`config.mk`:
```
export PLATFORM = sky130hd
export DESIGN_NAME = sort_sequencer
export DESIGN_NICKNAME = d
export VERILOG_FILES = /design/src/rtl/sort_pkg.sv /design/src/rtl/sort_sequencer_cmp_swap.sv /design/src/rtl/sort_sequencer.sv
export SDC_FILE = /design/constraint.sdc
export NUM_CORES = 1
export LEC_CHECK = 0
export ABC_AREA = 0
export BUFFER_PORTS_ARGS = -buffer_cell sky130_fd_sc_hd__buf_2
export CORE_ASPECT_RATIO = 1.5
export CORE_MARGIN = 1
export CORE_UTILIZATION = 45
export DETAILED_ROUTE_END_ITERATION = 8
export PLACE_DENSITY_LB_ADDON = 0.2
export SLEW_MARGIN = 20
export SYNTH_ARGS = -nofsm -noshare
export SYNTH_HDL_FRONTEND = slang
export SYNTH_SLANG_ARGS = --single-unit
```
`constraint.sdc`:
```
create_clock -name clk -period 8.3 [get_ports clk]
set_input_delay 2.075 -clock clk [delete_from_list [all_inputs] [get_ports clk]]
set_output_delay 2.075 -clock clk [all_outputs]
set_load 0.005 [all_outputs]
```
`src/rtl/sort_pkg.sv`:
```
// Shared types, defaults and schedule arithmetic for the odd-even transposition sorter.
// Latency/backpressure: n/a (package only).
// Optional feature macro used by sort_sequencer: SORT_EARLY_EXIT_EN.
package sort_pkg;

    localparam int W_DEF = 8;
    localparam int N_DEF = 6;

    typedef enum logic [1:0] {LOAD, SORT, DRAIN} state_t;

    function automatic int pairs_in_phase(input int p, input int n);
        return (p % 2 == 0) ? n / 2 : (n - 1) / 2;
    endfunction

    function automatic int total_compares(input int n);
        int c;
        c = 0;
        for (int p = 0; p < n; p++) c += pairs_in_phase(p, n);
        return c;
    endfunction

endpackage

```
`src/rtl/sort_sequencer_cmp_swap.sv`:
```
// Purpose: single compare-exchange; hi gets the larger word, lo the smaller.
// Latency: combinational, zero cycles.
// Backpressure: none; equal words report no swap.
module cmp_swap #(
    parameter int W = 8
) (
    input  logic [W-1:0] a,
    input  logic [W-1:0] b,
    output logic [W-1:0] hi,
    output logic [W-1:0] lo,
    output logic         swapped
);

    assign swapped = (b > a);
    assign hi      = swapped ? b : a;
    assign lo      = swapped ? a : b;

endmodule

```
`src/rtl/sort_sequencer.sv`:
```
// Purpose: serial-load, in-place odd-even transposition sort, descending drain (macro SORT_EARLY_EXIT_EN).
// Latency: total_compares(N) cycles of SORT after the last load (fewer with early exit), then N-word drain.
// Backpressure: in_ready only in LOAD; out_data held stable while out_ready is low.
module sort_sequencer
    import sort_pkg::*;
#(
    parameter int W = W_DEF,
    parameter int N = N_DEF
) (
    input  logic         clk,
    input  logic         rst_n,
    input  logic         in_valid,
    output logic         in_ready,
    input  logic [W-1:0] in_data,
    output logic         out_valid,
    input  logic         out_ready,
    output logic [W-1:0] out_data,
    output logic         out_last,
    output logic         busy
);

    localparam int IW = $clog2(N);
    localparam logic [IW-1:0] LAST_IDX = IW'(N - 1);
    // With N=2 the final (odd) phase has no pair, so phase N-2 is effectively the last.
    localparam bit SKIP_ODD_TAIL = (pairs_in_phase(N - 1, N) == 0);

    state_t          state;
    logic [W-1:0]    r [N];
    logic [IW-1:0]   wr_idx, rd_idx, phase, pair, pair_nx;
    logic [IW:0]     pair_p2;
    logic [W-1:0]    cmp_hi, cmp_lo;
    logic            swapped, pair_last, phase_last, early_exit;

    assign pair_nx    = pair + IW'(1);
    assign pair_p2    = {1'b0, pair} + (IW + 1)'(2);
    assign pair_last  = (int'(pair) >= N - 3);
    assign phase_last = (phase == LAST_IDX) || (SKIP_ODD_TAIL && phase == IW'(N - 2));

    cmp_swap #(.W(W)) u_cmp (
        .a       (r[pair]),
        .b       (r[pair_nx]),
        .hi      (cmp_hi),
        .lo      (cmp_lo),
        .swapped (swapped)
    );

`ifdef SORT_EARLY_EXIT_EN
    logic swap_cur, swap_prev, phase_swapped;

    assign phase_swapped = swap_cur | swapped;
    // Two consecutive clean phases (ending on an odd one) mean the array is already ordered.
    assign early_exit    = phase[0] && !phase_swapped && !swap_prev;

    always_ff @(posedge clk or negedge rst_n) begin
        if (!rst_n) begin
            swap_cur  <= 1'b0;
            swap_prev <= 1'b0;
        end else if (state != SORT) begin
            swap_cur  <= 1'b0;
            swap_prev <= 1'b0;
        end else if (pair_last) begin
            swap_prev <= phase_swapped;
            swap_cur  <= 1'b0;
        end else begin
            swap_cur  <= phase_swapped;
        end
    end
`else
    assign early_exit = 1'b0;
`endif

    always_ff @(posedge clk or negedge rst_n) begin
        if (!rst_n) begin
            state  <= LOAD;
            wr_idx <= '0;
            rd_idx <= '0;
            phase  <= '0;
            pair   <= '0;
            for (int i = 0; i < N; i++) r[i] <= '0;
        end else begin
            case (state)
                LOAD: if (in_valid) begin
                    r[wr_idx] <= in_data;
                    if (wr_idx == LAST_IDX) begin
                        wr_idx <= '0;
                        phase  <= '0;
                        pair   <= '0;
                        state  <= SORT;
                    end else begin
                        wr_idx <= wr_idx + IW'(1);
                    end
                end
                SORT: begin
                    if (swapped) begin
                        r[pair]    <= cmp_hi;
                        r[pair_nx] <= cmp_lo;
                    end
                    if (!pair_last) begin
                        pair <= pair_p2[IW-1:0];
                    end else if (phase_last || early_exit) begin
                        phase <= '0;
                        pair  <= '0;
                        state <= DRAIN;
                    end else begin
                        phase <= phase + IW'(1);
                        pair  <= phase[0] ? '0 : IW'(1);
                    end
                end
                DRAIN: if (out_ready) begin
                    if (rd_idx == LAST_IDX) begin
                        rd_idx <= '0;
                        state  <= LOAD;
                    end else begin
                        rd_idx <= rd_idx + IW'(1);
                    end
                end
                default: state <= LOAD;
            endcase
        end
    end

    assign in_ready  = (state == LOAD);
    assign busy      = (state == SORT);
    assign out_valid = (state == DRAIN);
    assign out_data  = out_valid ? r[rd_idx] : '0;
    assign out_last  = out_valid && (rd_idx == LAST_IDX);

endmodule

```
==> run summary <==
The run finished, with violations left. The checks that failed: design-rule violations. The sequential cells in the finished layout cover a total of 0.00155 mm2.

The post-synthesis net count came out at 780. In the synthesized netlist the dominant register cell turns out to be dfrtp_1. 24 I/O pins were placed. For this design, the CTS-stage hold fixing added 0 buffers.

The multiplexer area fraction after synthesis is 11.0%. The worst hold margin is 0.534 ns. The critical path's largest stage delay came out at 1.03 ns. Adding up every negative setup slack in the final design gives 0 ns. The netlist area before placement came out at 0.00629 mm2. The number of antenna diodes in the final layout is 0. The worst setup path is captured at a flop. The kind of start point of the critical path is a flop. The min-delay analysis places its worst path in the category flop to flop. Setup repair after global routing left no endpoint under its margin.

After layout, the worst setup slack is 2.17 ns. The library cells used most frequently in the layout, excluding fill and tap cells, are dfrtp_1 (61), o31ai_1 (47), nor2_1 (43), or3_1 (42), a31oi_1 (39). The via count of the first global-routing pass is 6536. The buffer cell driving the clock tree root is clkbuf_16. Grouping stages by cell kind, the critical path spends the most delay in compound AO/OA/AOI/OAI gates.

The xor/xnor cell area share of the yosys netlist is 0.279%. The standard cell with the maximum stage delay on the critical path is dfrtp_1. Counting flops and latches in the post-synthesis netlist gives 62. The compound-cell area share of the yosys netlist came out at 32.1%. The total overflow reported by the global router came out at 0. The region available for standard cell placement spans 0.0136 mm2. The library cell used most frequently in the layout, excluding fill and tap cells, is dfrtp_1. TritonCTS built the clock tree. The maximum fanout along the worst path is 42.

The floorplan step set the die height to 147 um. The sequential share of the synthesized area is 24.7%. The die area is 0.0145 mm2. The post-synthesis average cell area came out at 8.33 um2. Once the floorplan was initialized, standard cells occupied 46.2% of the core. Counting every instance in the synthesized netlist gives 755. In the final routed layout, each cell accounts on average for 28.4 um. The most numerous cell type found on the critical path is ha_1. The signal on the critical path passes through ha_1 > ha_1 > nor2_1 > and2_4 > a221oi_2 > inv_1 > ha_1 > o21ai_0 > nor2_2 > nand4bb_1 > buf_4 > nand2_1 > buf_4 > a311oi_1 > a31oi_1. After detailed routing, the number of remaining DRC violations is 2.

The wire length after detailed routing came out at 25.2 mm. Clock tree synthesis inserted a total of 9 buffers. The number of clock sinks seen by CTS came out at 62. The total of warnings raised by yosys is 0.

The max capacitance violation total came out at 0. The final weighted congestion in routability-driven placement is 0.979. The number of setup buffers added after CTS is 0. The pre-CTS setup slack is 2.33 ns.

The top achievable clock speed is 0.163 GHz. For this block, the initial DRC count from the detailed router was 779. The number of endpoints failing setup at the final stage is 0. Counting flops with a built-in enable in the synthesized netlist gives 0. The total count of max-transition violations in the final report came to 0.

The count of endpoints failing hold in the final timing report was 0. The worst setup path is of the flop to flop kind. The post-cts gate resize count came out at 0. The worst-case clock buffer depth came out at 2. The worst endpoint required time came out at 8.48 ns. In the routed layout, each cell is associated on average with a via count of 7.63.

The count of input and output buffers is 23. The area taken by multi-input logic gates is 0.00428 mm2. Counting both buffers and inverters, the worst setup path holds a total of 3. Measured along the x axis, the die boundary spans 98.5 um. The fraction of the mapped netlist area in adder cells came out at 2.59%. The layout-stage area growth over the synthesis result came out at 5.55%. The first TritonRoute pass finished after 8 iterations. The post-route antenna net violation count is 0.

Entering global routing, the biggest net connects 63 pins. The clock slew at the register clock pins of the worst setup and hold paths is 0.06 ns. The utilization after layout came out at 48.8%. For the finished layout, the period the worst path requires is 6.13 ns. In the global route stage, overall resource usage came out at 35.5%. The share of synthesized registers carrying an async set or reset came out at 100%. The first global-routing pass estimated 39.1 mm of wire.

The site row count is 52. After the last flow step, the layout net total stands at 747. The routed layout has 6782 vias. The largest family of logic cells by synthesized area is compound AO/OA/AOI/OAI gates. The part of the cycle the worst path needs came out at 73.9%. The clock tree skew after final layout came out at 0.00852 ns. At the worst endpoint, the arrival time is 6.31 ns.

The number of antenna violations at the first check in global routing was 0. The normalized max-slew margin is 26.5%. The distinct cell type count after synthesis came out at 65.

For the pin with the worst max-slew slack, the measured transition is 1.09 ns. The fraction of the mapped netlist area in simple logic gates came out at 22.1%. The insertion delay to the later sink of the worst-skew pair came out at 0.34 ns. The share of post-route cells with drive strength above 1 came out at 12.9%. The number of H-tree levels is 3. The layout filler cell count came out at 1331.

The detailed-placement wirelength estimate is 17.7 mm.
final timing paths:
check,end,startpoint,cells after the start,slack (ns)
min in group asynchronous,phase[1],rst_n,2,1.96
setup / recovery,r[7],pair[1],15,2.17
hold reg to reg,phase[1],phase[1],2,0.53
setup reg to reg,r[7],pair[1],15,2.17
hold / removal,phase[1],phase[1],2,0.53
max in group asynchronous,pair[0],rst_n,2,5.73
cell families (layout without fill, tap and decap cells):
logic type               after synthesis  after routing
AO/OA/AOI/OAI                        276            276
AND/OR/NAND/NOR                      249            249
buffers and inverters                 98             70
flip-flops                            62             62
multiplexers                          55             55
adder cells (fa/ha/maj)               13             13
XOR/XNOR                               2              2
metal layers:
metal	vias up	part of all wire [%]	GRT usage, %
met3	112	9.9	4.76
met4	0	5.9	20.3
met1	3242	38	46.3
li1	2928	-	-
met5	-	0	0
met2	500	47	56.4
through the flow:
step,instances,area (um2)
2_1_floorplan,755,6290
3_3_place_gp,873,6320
3_5_place_dp,873,6320
4_1_cts,889,6640
5_1_grt,889,6640
6_report,889,6640
final cells by class:
class | count | area share [%]
Multi-Input combinational cell | 595 | 64.5
Clock buffer | 12 | 3.71
Clock inverter | 4 | 1.06
Inverter | 17 | 0.961
Tap cell | 162 | 3.05
Sequential cell | 62 | 23.4
Timing Repair Buffer | 37 | 3.32
state kept, by name, indices dropped and copies added (netlist names):
signal,flops
pair,3
phase,3
r,48
rd_idx,3
state,2
wr_idx,3
synthesized netlist by cell type, types with 11 or more instances:
master,number,share of area (%)
a211oi_1,15,1.8
a21oi_1,33,2.6
a221oi_1,16,2.2
a311oi_1,24,3.3
a31oi_1,39,3.9
and2_1,11,1.1
buf_2,23,1.8
clkbuf_1,40,2.4
dfrtp_1,62,25
ha_1,13,2.6
inv_1,16,0.96
mux2i_1,35,5.6
nand2_1,31,1.9
nand2b_1,11,1.1
nand3_1,24,1.9
nor2_1,43,2.6
nor2b_1,11,1.1
nor4_1,26,2.6
o21ai_0,29,2.3
o22ai_1,12,1.2
o31ai_1,47,5.6
or3_1,42,4.2
tightest hold or removal path: stages, from the launching register on:
cell and delay (ns):
dfrtp_1 0.38, nand2_1 0.06, o21ai_0 0.06
Power is not shown: default switching activity piles up to over one toggle a cycle in this logic, so the estimate is an artifact.
